### config.mk
export PLATFORM = sky130hd
export DESIGN_NAME = cext_aligner
export DESIGN_NICKNAME = d
export VERILOG_FILES = /design/src/rtl/cext_aligner.sv
export SDC_FILE = /design/constraint.sdc
export NUM_CORES = 1
export LEC_CHECK = 0
export BUFFER_PORTS_ARGS = -buffer_cell sky130_fd_sc_hd__clkbuf_2
export CORE_AREA = 2 2 66 68
export DETAILED_ROUTE_END_ITERATION = 12
export DIE_AREA = 0 0 68 70
export PLACE_DENSITY = 0.71
export SLEW_MARGIN = 20
export SYNTH_ARGS = -nofsm -noshare
export SYNTH_HDL_FRONTEND = slang
export SYNTH_SLANG_ARGS = --single-unit
### constraint.sdc
create_clock -name vclk -period 1.3
set_input_delay 0.13 -clock vclk [all_inputs]
set_output_delay 0.13 -clock vclk [all_outputs]
set_load 0.1 [all_outputs]
### src/rtl/cext_aligner.sv
// -----------------------------------------------------------------------------
// cext_aligner
//
// Instruction realigner for the RISC-V compressed (C) extension. Sits between
// the instruction cache response and the fetch stage. It selects the 16- or
// 32-bit instruction found at a halfword-aligned fetch PC, reports its size so
// fetch can advance by 2 or 4, and assembles 32-bit instructions that straddle
// a word boundary from two consecutive cache words.
//
// Optional feature macro: CEXT_SPLIT_FETCH_EN
//   defined   : straddling instructions are assembled over two cache accesses
//               (RUN -> SPLIT -> RUN); misalign_exc_o is tied low.
//   undefined : no SPLIT state and no holding registers; a straddle is reported
//               combinationally on misalign_exc_o instead.
//
// Parameters
//   XLEN            PC / address width.
//   NOP             instruction driven when no valid instruction is available.
//
// Ports
//   clk             clock.
//   rst_n           asynchronous active-low reset.
//   pc_ff_i         current fetch PC (halfword aligned, bit 0 ignored).
//   icache_valid_i  cache ack; icache_rdata_i is valid this cycle.
//   icache_rdata_i  cache word at icache_addr_o.
//   if_stall_i      fetch is held by the forward/stall unit.
//   flush_i         redirect (new PC from csr/exe, or wfi).
//   icache_addr_o   word-aligned address fetch presents to the cache.
//   instr_o         selected instruction; compressed ones zero-extended.
//   is_comp_o       instr_o is a 16-bit instruction.
//   pc_aligned_o    PC of instr_o.
//   instr_valid_o   instr_o is a real instruction.
//   stall_o         fetch must hold pc_ff.
//   misalign_exc_o  unsupported straddling instruction.
// -----------------------------------------------------------------------------
module cext_aligner #(
    parameter int          XLEN = 32,
    parameter logic [31:0] NOP  = 32'h0000_0013
) (
    input  logic            clk,
    input  logic            rst_n,
    input  logic [XLEN-1:0] pc_ff_i,
    input  logic            icache_valid_i,
    input  logic [31:0]     icache_rdata_i,
    input  logic            if_stall_i,
    input  logic            flush_i,
    output logic [XLEN-1:0] icache_addr_o,
    output logic [31:0]     instr_o,
    output logic            is_comp_o,
    output logic [XLEN-1:0] pc_aligned_o,
    output logic            instr_valid_o,
    output logic            stall_o,
    output logic            misalign_exc_o
);

    // -------------------------------------------------------------------------
    // RUN-mode decode of the current cache word. Purely combinational so an
    // aligned or compressed instruction costs no extra latency.
    // -------------------------------------------------------------------------
    logic [15:0]     run_half;      // halfword addressed by pc_ff_i[1]
    logic [31:0]     run_instr;
    logic            run_comp;
    logic            run_valid;
    logic            run_straddle;  // 32-bit instruction starting in upper half
    logic [XLEN-1:0] run_addr;

    assign run_half = pc_ff_i[1] ? icache_rdata_i[31:16] : icache_rdata_i[15:0];
    assign run_addr = {pc_ff_i[XLEN-1:2], 2'b00};

    // NOTE: every signal written in an always_comb gets a default first, so no
    // path leaves it unassigned and no latch is inferred.
    always_comb begin
        run_instr    = NOP;
        run_comp     = 1'b0;
        run_valid    = 1'b0;
        run_straddle = 1'b0;
        if (icache_valid_i) begin
            if (run_half[1:0] != 2'b11) begin
                // Low two bits other than 2'b11 mark a compressed instruction.
                run_instr = {16'h0000, run_half};
                run_comp  = 1'b1;
                run_valid = 1'b1;
            end else if (!pc_ff_i[1]) begin
                run_instr = icache_rdata_i;
                run_valid = 1'b1;
            end else begin
                // Only the lower half of a 32-bit instruction is in this word.
                run_straddle = 1'b1;
            end
        end
    end

`ifdef CEXT_SPLIT_FETCH_EN

    // -------------------------------------------------------------------------
    // Two-state realigner: SPLIT holds the lower half of a straddling
    // instruction while the following word is fetched.
    // -------------------------------------------------------------------------
    typedef enum logic {
        ST_RUN   = 1'b0,
        ST_SPLIT = 1'b1
    } state_t;

    state_t          state_q, state_d;
    logic [15:0]     hbuf_q, hbuf_d;   // lower half of the straddling instruction
    logic [XLEN-1:0] spc_q, spc_d;     // PC of the straddling instruction

    // NOTE: state is updated with non-blocking assignments only, and the
    // asynchronous reset clears every register (including mid-SPLIT) so the
    // block never resumes a half-assembled instruction after reset.
    always_ff @(posedge clk or negedge rst_n) begin
        if (!rst_n) begin
            state_q <= ST_RUN;
            hbuf_q  <= 16'h0000;
            spc_q   <= '0;
        end else begin
            state_q <= state_d;
            hbuf_q  <= hbuf_d;
            spc_q   <= spc_d;
        end
    end

    always_comb begin
        state_d        = state_q;
        hbuf_d         = hbuf_q;
        spc_d          = spc_q;

        icache_addr_o  = run_addr;
        instr_o        = run_instr;
        is_comp_o      = run_comp;
        pc_aligned_o   = pc_ff_i;
        instr_valid_o  = run_valid;
        stall_o        = 1'b0;
        misalign_exc_o = 1'b0;

        unique case (state_q)
            ST_RUN: begin
                // stall_o depends only on the cache response, never on
                // if_stall_i, so there is no loop through the fetch stall.
                stall_o = run_straddle;
                if (run_straddle && !if_stall_i && !flush_i) begin
                    hbuf_d  = run_half;
                    spc_d   = pc_ff_i;
                    state_d = ST_SPLIT;
                end
            end

            ST_SPLIT: begin
                icache_addr_o = {spc_q[XLEN-1:2], 2'b00} + XLEN'(4);
                pc_aligned_o  = spc_q;
                stall_o       = !icache_valid_i;
                instr_o       = NOP;
                is_comp_o     = 1'b0;
                instr_valid_o = 1'b0;
                if (icache_valid_i) begin
                    // Upper half of the instruction is the low half of word+4.
                    instr_o       = {icache_rdata_i[15:0], hbuf_q};
                    instr_valid_o = 1'b1;
                    // While fetch is held the assembled instruction stays on
                    // the outputs; leave only once fetch accepts it.
                    if (!if_stall_i) begin
                        state_d = ST_RUN;
                    end
                end
            end

            default: begin
                state_d = ST_RUN;
            end
        endcase

        // A redirect discards whatever is in flight, including an instruction
        // assembled in this very cycle.
        if (flush_i) begin
            state_d       = ST_RUN;
            hbuf_d        = 16'h0000;
            instr_valid_o = 1'b0;
            stall_o       = 1'b0;
        end
    end

    // Bit 0 of the PC is never used for selection.
    logic unused_pc_bit0;
    assign unused_pc_bit0 = pc_ff_i[0];

`else

    // -------------------------------------------------------------------------
    // Without split fetch there is no state: a straddle is flagged so that
    // fetch/ID can raise the instruction-misaligned exception.
    // -------------------------------------------------------------------------
    always_comb begin
        icache_addr_o  = run_addr;
        instr_o        = run_instr;
        is_comp_o      = run_comp;
        pc_aligned_o   = pc_ff_i;
        instr_valid_o  = run_valid;
        stall_o        = 1'b0;
        misalign_exc_o = run_straddle;
        if (flush_i) begin
            instr_valid_o = 1'b0;
        end
    end

    // Clock, reset and the fetch stall have no effect in this configuration.
    logic unused_inputs;
    assign unused_inputs = ^{clk, rst_n, if_stall_i, pc_ff_i[0]};

`endif

endmodule

==> results of run 1 <==
-- power breakdown --
part / total (mW) / internal (mW) / switching (mW)
registers: 0 / 0 / 0
logic: 0.827 / 0.293 / 0.534
clock network: 0 / 0 / 0
-- metal layers --
metal  track usage [%]  routed length [µm]  vias to the layer above
met1              10.1                 845                      362
met3              2.42                 294                       17
met4              4.44                 108                        0
met5                 0                   0                        -
met2              17.9                1270                       61
li1                  -                   -                      409
-- cell usage after synthesis --
library cell,number
buf_4,66
nor2_1,3
inv_1,1
and4b_1,1
conb_1,1
nand3_1,14
nand2_1,4
mux2i_1,2
nand2b_1,13
clkbuf_1,1
and2_1,16
and3b_1,1
nor3b_1,1
o21ai_0,2
a21oi_1,13
buf_2,4
-- stage by stage --
| stage | instance area, µm² | instances | setup TNS, ns |
|---|---|---|---|
| floorplan | 1100 | 145 | -1.15 |
| global placement | 1640 | 203 | 0 |
| detailed placement | 1640 | 203 | 0 |
| CTS | 1640 | 203 | 0 |
| global route | 1640 | 203 | 0 |
| finish | 1640 | 203 | 0 |
-- layout make-up --
class                           count  area [µm²]
Fill cell                         400        2500
Inverter                            1        3.75
Multi-Input combinational cell     73         582
Tap cell                           52        65.1
Timing Repair Buffer               77         991
-- logic make-up (layout without fill, tap and decap cells) --
kind of cell	Yosys count	count (layout)	synth area share [%]
mux	2	2	2.16
compound gates	15	15	8.11
simple gates	53	53	32.8
other cells	1	3	0.405
buf+inv	72	78	56.5
-- cells in the final DEF (no fill, tap or decap), drive strengths merged --
master,count
conb,3
nand2,4
a21oi,13
clkbuf,35
mux2i,2
buf,42
and2,16
o21ai,2
inv,1
nand2b,13
nor2,3
and3b,1
nand3,14
and4b,1
nor3b,1
-- path summary, 6_finish.rpt --
path              end  slack, ns
max        instr_o[7]       0.09
min   pc_aligned_o[0]       0.26
==> summary.txt, run 1 <==
Status
  – Status: complete, no violations

STA
  – Final setup fails: 0
  – Setup ws final: around 0.088 ns
  – FMAX: around 0.82 GHz
  – Minimum clock period: ~1.2 ns
  – Endpoints failing hold: 0
  – Hold Slack: 0.260 ns
  – RSZ-0062 raised after global routing: no
  – Slew Limit Fails: 0
  – Period utilization: 93.2%

Synth
  – Seq/Total Area, Yosys: 0%
  – Synth top area share: between 50% and 60%
  – Area leader, netlist: buf_4
  – Ys Warns: 0
  – Top post-synthesis cells by area: buf_4, and2_1, nand2b_1
  – Mapped Area: 926 µm²
  – Synth Instances: roughly 140
  – Synthesized area per cell: 6.47 µm²
  – Synth cell types: 16

Global routing
  – Global route overflow: 0
  – Vias in the first global route: 812
  – Largest net degree at the start of global routing: 21
  – Total GRT Usage: under 10%
  – First-pass GRT wire length: around 3800 µm
  – Initial antenna violation count: 0

Routing
  – DR vias: around 850
  – Via density: roughly 4.2
  – DRC: 0
  – DRT iter0 DRCs: 11
  – First-pass DRT Iterations: 4
  – DRT Wirelength: 2520 µm
  – Wirelength per Cell: approximately 12 µm
  – Detail Route Antenna Nets: 0

Final layout
  – # diodes: 0
  – Count of flip-flops and latches: 0
  – Layout Utilization: 39.6%
  – Share of cells above drive strength 1: between 70% and 80%
  – Fin nets: between 200 and 250
  – Clkbuf count: 0
  – Syn-to-layout area delta: 77.3%
  – FF+latch area: 0 µm²

Die
  – Core box area: 4140 µm²
  – Die Wd: around 68 µm
  – Initial Util: 22.3%
  – Site row count: 24
  – IO Pins: roughly 170
  – Die Ht: 70 µm
  – DIE AREA: 4760 µm²

CTS
  – Setup repair bufs after CTS: 0
  – Hold-fix buffers at CTS: 0
  – CTS resizes: 0

Critical path
  – Startpoint Class: input pin
  – Slowest stage delay, CP: 0.20 ns
  – Crit path kind: in -> out
  – Stages on worst setup path: 6
  – CP bufs+invs: 3
  – Crit-path max FO: 11
  – CP Launch Point: icache_rdata_i[16]
  – Critical Path Sink Type: primary output
  – Crit-path most repeated cell: buf_12
  – Arr. time, crit path: 1.08 ns
  – CP required: around 1.2 ns
  – Crit-path cells: clkbuf_2 > nand2_1 > buf_12 > nand3_1 > a21oi_2 > buf_12
  – Slowest CP cell: nand2_1
  – Top Family by Delay on Critical Path: buffers and inverters

Place
  – Setup WS pre-CTS: between 0.06 and 0.07 ns
  – DP Wirelength: between 2000 and 2500 µm
  – Final RePlAce weighted congestion: between 0.7 and 0.8
  – IO buf count: between 70 and 80

Power
  – Cell area power density: between 500 and 600 nW/µm²
  – Static Leakage: about 0.71 nW
  – Tot Pwr: between 0.8 and 0.9 mW
  – Worst VDD drop: between 0.0001 and 0.00015 V

Min path
  – Min-Delay Path Depth: 0
  – Worst hold start: pc_ff_i[0]
  – HP Class: in -> out

Flow run
  – # Max-Cap Violations: 0
(Power assumes the default switching activity.)
==> inputs of run 2 (changes only) <==
--- a/config.mk
+++ b/config.mk
@@ -9,8 +9,10 @@
 export CORE_AREA = 2 2 66 68
 export DETAILED_ROUTE_END_ITERATION = 12
 export DIE_AREA = 0 0 68 70
+export MAX_ROUTING_LAYER = met4
 export PLACE_DENSITY = 0.71
 export SLEW_MARGIN = 20
 export SYNTH_ARGS = -nofsm -noshare
 export SYNTH_HDL_FRONTEND = slang
 export SYNTH_SLANG_ARGS = --single-unit
+export TNS_END_PERCENT = 5
==> run 2 against run 1 <==
Compared with the run above: wire length rose by 2.5%; non-clock buffer count grew 2; global-route usage rose by 1.1 points; power is 5.0% lower; combinational power decreased by 5.1%; largest cell class unchanged; largest power group unchanged.
==> summary.txt, run 2 (same netlist as run 1, synthesis figures left out) <==
Final layout
  – Most frequent cells in the layout: buf_12, clkbuf_2, and2_1
  – Fin cells: a little over 200
  – Syn-to-layout area delta: 64.1%
  – FF+latch area: 0 µm²
  – Most common cell after layout, fill and taps aside: buf_12
  – Clkbuf count: 0
  – Share of cells above drive strength 1: 64.1%
  – Count of flip-flops and latches: 0
  – # diodes: 0
  – Final instance area: approximately 1500 µm²
  – Fin nets: about 220
  – Layout Utilization: 36.7%

Critical path
  – Crit-path cells: clkbuf_2 > and4b_2 > buf_6 > and2_1 > buf_12
  – Slowest stage delay, CP: 0.32 ns
  – Startpoint Class: input pin
  – CP required: roughly 1.2 ns
  – Crit path kind: in -> out
  – Arr. time, crit path: about 1.1 ns
  – Slowest CP cell: and4b_2
  – Crit-path max FO: 12
  – Critical Path Sink Type: primary output

Global routing
  – Initial antenna violation count: 0
  – Largest net degree at the start of global routing: 21
  – Total GRT Usage: between 10% and 20%
  – Vias in the first global route: between 800 and 900
  – First-pass GRT wire length: approximately 4100 µm
  – Global route overflow: 0

Min path
  – Min-Delay Path Depth: 0
  – Hold path endpoint: pc_aligned_o[0]
  – HP Class: in -> out
  – Worst hold start: pc_ff_i[0]

Routing
  – DRC: 0
  – Wirelength per Cell: roughly 13 µm
  – DRT Wirelength: around 2600 µm
  – First-pass DRT Iterations: 3
  – DRT iter0 DRCs: 4
  – Via density: roughly 4.3
  – DR vias: ~890
  – Detail Route Antenna Nets: 0

Place
  – Placed Instances: between 200 and 250
  – Final RePlAce weighted congestion: 0.680
  – DP Wirelength: 2260 µm
  – Placed cell area: 1510 µm²
  – IO buf count: 71

STA
  – FMAX: around 0.8 GHz
  – Final setup fails: 0
  – RSZ-0062 raised after global routing: yes
  – Period utilization: between 90% and 100%
  – Minimum clock period: 1.24 ns
  – Slew Limit Fails: 0
  – Endpoints failing hold: 0
  – Final setup TNS: 0 ns

Die
  – Die Ht: roughly 70 µm
  – Core box area: 4140 µm²
  – DIE AREA: roughly 4800 µm²
  – IO Pins: about 170
  – Die Wd: roughly 68 µm
  – Initial Util: around 22%
  – Site row count: 24

Power
  – Worst VDD drop: approximately 0.00015 V
  – Static Leakage: 0.678 nW
  – Cell area power density: between 500 and 600 nW/µm²

Status
  – Status: complete, no violations

Flow run
  – # Max-Cap Violations: 0
[run 2: metrics by stage]
stage	setup WS [ns]	power, mW	hold slack, ns
after floorplan	-0.265	1.38	0.370
after detailed placement	0.0187	0.791	0.261
after global placement	0.0414	0.783	0.261
after global routing	-0.0169	0.817	0.260
after CTS	0.00781	0.792	0.261
final	0.0576	0.785	0.260
[run 2: power by group]
part	total, mW	internal (mW)	switching [mW]
sequential	0	0	0
combinational	0.785	0.270	0.515
clock	0	0	0
total	0.785	0.270	0.515
[run 2: layer usage]
| metal | vias up | GRT usage (%) | wire length [µm] |
|---|---|---|---|
| met4 | 0 | 7.56 | 206 |
| met3 | 36 | 2.09 | 294 |
| li1 | 413 | - | - |
| met5 | - | - | 0 |
| met2 | 56 | 18.7 | 1250 |
| met1 | 384 | 10.6 | 837 |
[run 2: worst max path at each step]
stage / startpoint / to / slack [ns] / cells past startpoint
6_report: pc_ff_i[1] / instr_o[17] / 0.06 / 5
5_1_grt: pc_ff_i[1] / instr_o[29] / -0.02 / 5
4_1_cts: pc_ff_i[1] / instr_o[23] / 0.008 / 5
3_5_place_dp: pc_ff_i[1] / instr_o[23] / 0.02 / 5
3_3_place_gp: pc_ff_i[1] / instr_o[29] / 0.04 / 5
2_1_floorplan: icache_rdata_i[16] / instr_o[11] / -0.27 / 4
[run 2: worst max-delay path: cells and delay by family]
family	cells	cell delay [ns]
buffers and inverters	3	0.47
and+or+nand+nor	2	0.50
[run 2: final cells by class]
class	instances	area, µm²
Timing Repair Buffer	79	960
Fill cell	407	2630
Tap cell	52	65.1
Inverter	1	3.75
Multi-Input combinational cell	73	490
[run 2: timing repair]
action,in CTS,in global routing
hold buffers,0,0
endpoints found under the hold margin,0,0
endpoints found under the setup margin,0,12
setup buffers,0,0
gates resized for setup,0,3
==> inputs of run 3 (changes only) <==
--- a/config.mk
+++ b/config.mk
@@ -5,12 +5,14 @@
 export SDC_FILE = /design/constraint.sdc
 export NUM_CORES = 1
 export LEC_CHECK = 0
+export ABC_AREA = 1
 export BUFFER_PORTS_ARGS = -buffer_cell sky130_fd_sc_hd__clkbuf_2
-export CORE_AREA = 2 2 66 68
+export CORE_AREA = 2 2 65 67
 export DETAILED_ROUTE_END_ITERATION = 12
-export DIE_AREA = 0 0 68 70
+export DIE_AREA = 0 0 67 69
 export MAX_ROUTING_LAYER = met4
-export PLACE_DENSITY = 0.71
+export PLACE_DENSITY = 0.77
+export REMOVE_ABC_BUFFERS = 1
 export SLEW_MARGIN = 20
 export SYNTH_ARGS = -nofsm -noshare
 export SYNTH_HDL_FRONTEND = slang
==> run 3 against run 2 <==
Compared with the run above: final area increased by 4.4%; worst setup slack got worse by 0.012 ns; final cell count increased by 23%; critical endpoint is now instr_o[31]; maximum frequency decreased by 0.96%; clock-buffer cell count unchanged; utilization increased by 3.9 points; die area decreased by 2.9%; hold slack improved by 0.0011 ns; sequential share of layout area unchanged; global-route usage increased by 11 points; highest routed layer unchanged; first-iteration DRC count increased to 7.0 times the previous value.
==> summary.txt, run 3 <==
Status
  – Status: complete, no violations

Place
  – IO buf count: 71
  – Final RePlAce weighted congestion: between 0.8 and 0.9
  – DP Wirelength: approximately 4700 µm

Routing
  – DRT iter0 DRCs: 28
  – DRC: 0
  – Via density: between 4 and 5
  – DR vias: 1,093
  – First-pass DRT Iterations: 4
  – DRT Wirelength: 5190 µm
  – Wirelength per Cell: 20.6 µm
  – Detail Route Antenna Nets: 0

Min path
  – HP Class: in -> out
  – Min-Delay Path Depth: 0

Synth
  – Synth Instances: slightly below 200
  – Synthesized area per cell: around 5.6 µm²
  – Most frequent cell after synthesis: nand2_1
  – Area leader, netlist: buf_4
  – Post-synth top cells: nand2_1, buf_4, nor2_1
  – Mapped Area: about 1100 µm²
  – Seq/Total Area, Yosys: 0%
  – Synth top area share: a little under half
  – Ys Warns: 0
  – Synth cell types: 15
  – Top post-synthesis cells by area: buf_4, nand2_1, nor2_1

STA
  – Slew Limit Fails: 0
  – Endpoints failing hold: 0
  – Final setup fails: 0
  – Final setup TNS: 0 ns
  – FMAX: 0.797 GHz
  – RSZ-0062 raised after global routing: yes
  – Period utilization: between 90 and 100%
  – Minimum clock period: 1.25 ns
  – Hold Slack: ~0.26 ns

Die
  – Die Ht: 69 µm
  – Core box area: between 3000 and 4000 µm²
  – IO Pins: approximately 170
  – Die Wd: 67 µm
  – Initial Util: ~28%
  – Site row count: 23
  – DIE AREA: 4620 µm²

Power
  – Worst VDD drop: 0.000397 V
  – Cell area power density: around 590 nW/µm²
  – Static Leakage: 0.866 nW
  – Tot Pwr: around 0.94 mW

CTS
  – Hold-fix buffers at CTS: 0

Critical path
  – Crit-path max FO: 10
  – Critical Path Sink Type: primary output
  – Arr. time, crit path: 1.12 ns
  – CP Launch Point: pc_ff_i[1]
  – Startpoint Class: input pin
  – CP required: between 1 and 1.5 ns
  – Crit path kind: in -> out
  – Worst Setup EP: instr_o[31]

Flow run
  – # Max-Cap Violations: 0

Final layout
  – Most common cell after layout, fill and taps aside: nand2_1
  – # diodes: 0
  – Most frequent cells in the layout: nand2_1, buf_12, clkbuf_2
  – Fin nets: between 200 and 300
  – Layout Utilization: about two fifths
  – Count of flip-flops and latches: 0
  – Clkbuf count: 0
  – Syn-to-layout area delta: 45.2%
  – Share of cells above drive strength 1: between 40% and 50%
  – FF+latch area: 0 µm²
  – Filler cells: 408

Global routing
  – Vias in the first global route: 1,096
  – Largest net degree at the start of global routing: 20
  – First-pass GRT wire length: roughly 7100 µm
  – Initial antenna violation count: 0
  – Total GRT Usage: between 20% and 30%
  – Global route overflow: 0
[run 3: critical path, stage by stage]
cell	delay, ns
buf_2	0.15
inv_6	0.09
nand2_1	0.06
inv_2	0.08
buf_4	0.17
nand2_1	0.06
nor2_1	0.18
buf_12	0.20
[run 3: kinds of logic (layout without fill, tap and decap cells)]
group           Yosys count  count (layout)  synth area share (%)
buf+inv                  90              94                  57.6
other cells               1               3                 0.343
simple gates            104             104                  41.6
compound gates            1               1                 0.458
[run 3: routing by layer]
| layer | GRT usage, % | share of wire, % |
|---|---|---|
| met1 | 20.2 | 27 |
| met3 | 15.2 | 21 |
| met4 | 11.1 | 6.2 |
| met5 | - | 0 |
| met2 | 34.9 | 46 |
[run 3: layout make-up]
type | count | area, µm² | area share (%)
timing repair buffer | 76 | 946 | 59.6
tap | 50 | 62.6 | 3.94
inverter | 18 | 72.6 | 4.57
multi-input combinational | 108 | 505 | 31.9
[run 3: stage by stage]
step / cell area (µm²) / std cells / worst slack [ns]
floorplan: 543 / 126 / -0.829
global placement: 1550 / 252 / 0.0305
detailed placement: 1550 / 252 / -0.00595
CTS: 1560 / 252 / 0.00206
global route: 1590 / 252 / -0.0278
finish: 1590 / 252 / 0.0455
[run 3: what timing repair did]
action / CTS / global route
buffers inserted: 0 / 0
pin swaps: 0 / 1
gates resized for setup: 2 / 8
endpoints found under the setup margin: 2 / 29
[run 3: how the worst min path moves through the flow]
stage                      startpoint                 to
final                      pc_ff_i[7]    pc_aligned_o[7]
after global routing      pc_ff_i[21]  icache_addr_o[21]
after floorplan           pc_ff_i[10]  icache_addr_o[10]
after detailed placement   pc_ff_i[0]    pc_aligned_o[0]
after global placement     pc_ff_i[0]    pc_aligned_o[0]
after CTS                  pc_ff_i[0]    pc_aligned_o[0]
[run 3: where the power goes]
| group | internal [mW] | switching (mW) | leakage, nW |
|---|---|---|---|
| Combinational | 0.303 | 0.637 | 0.866 |
| Sequential | 0 | 0 | 0 |
| Clock | 0 | 0 | 0 |
| Total | 0.303 | 0.637 | 0.866 |
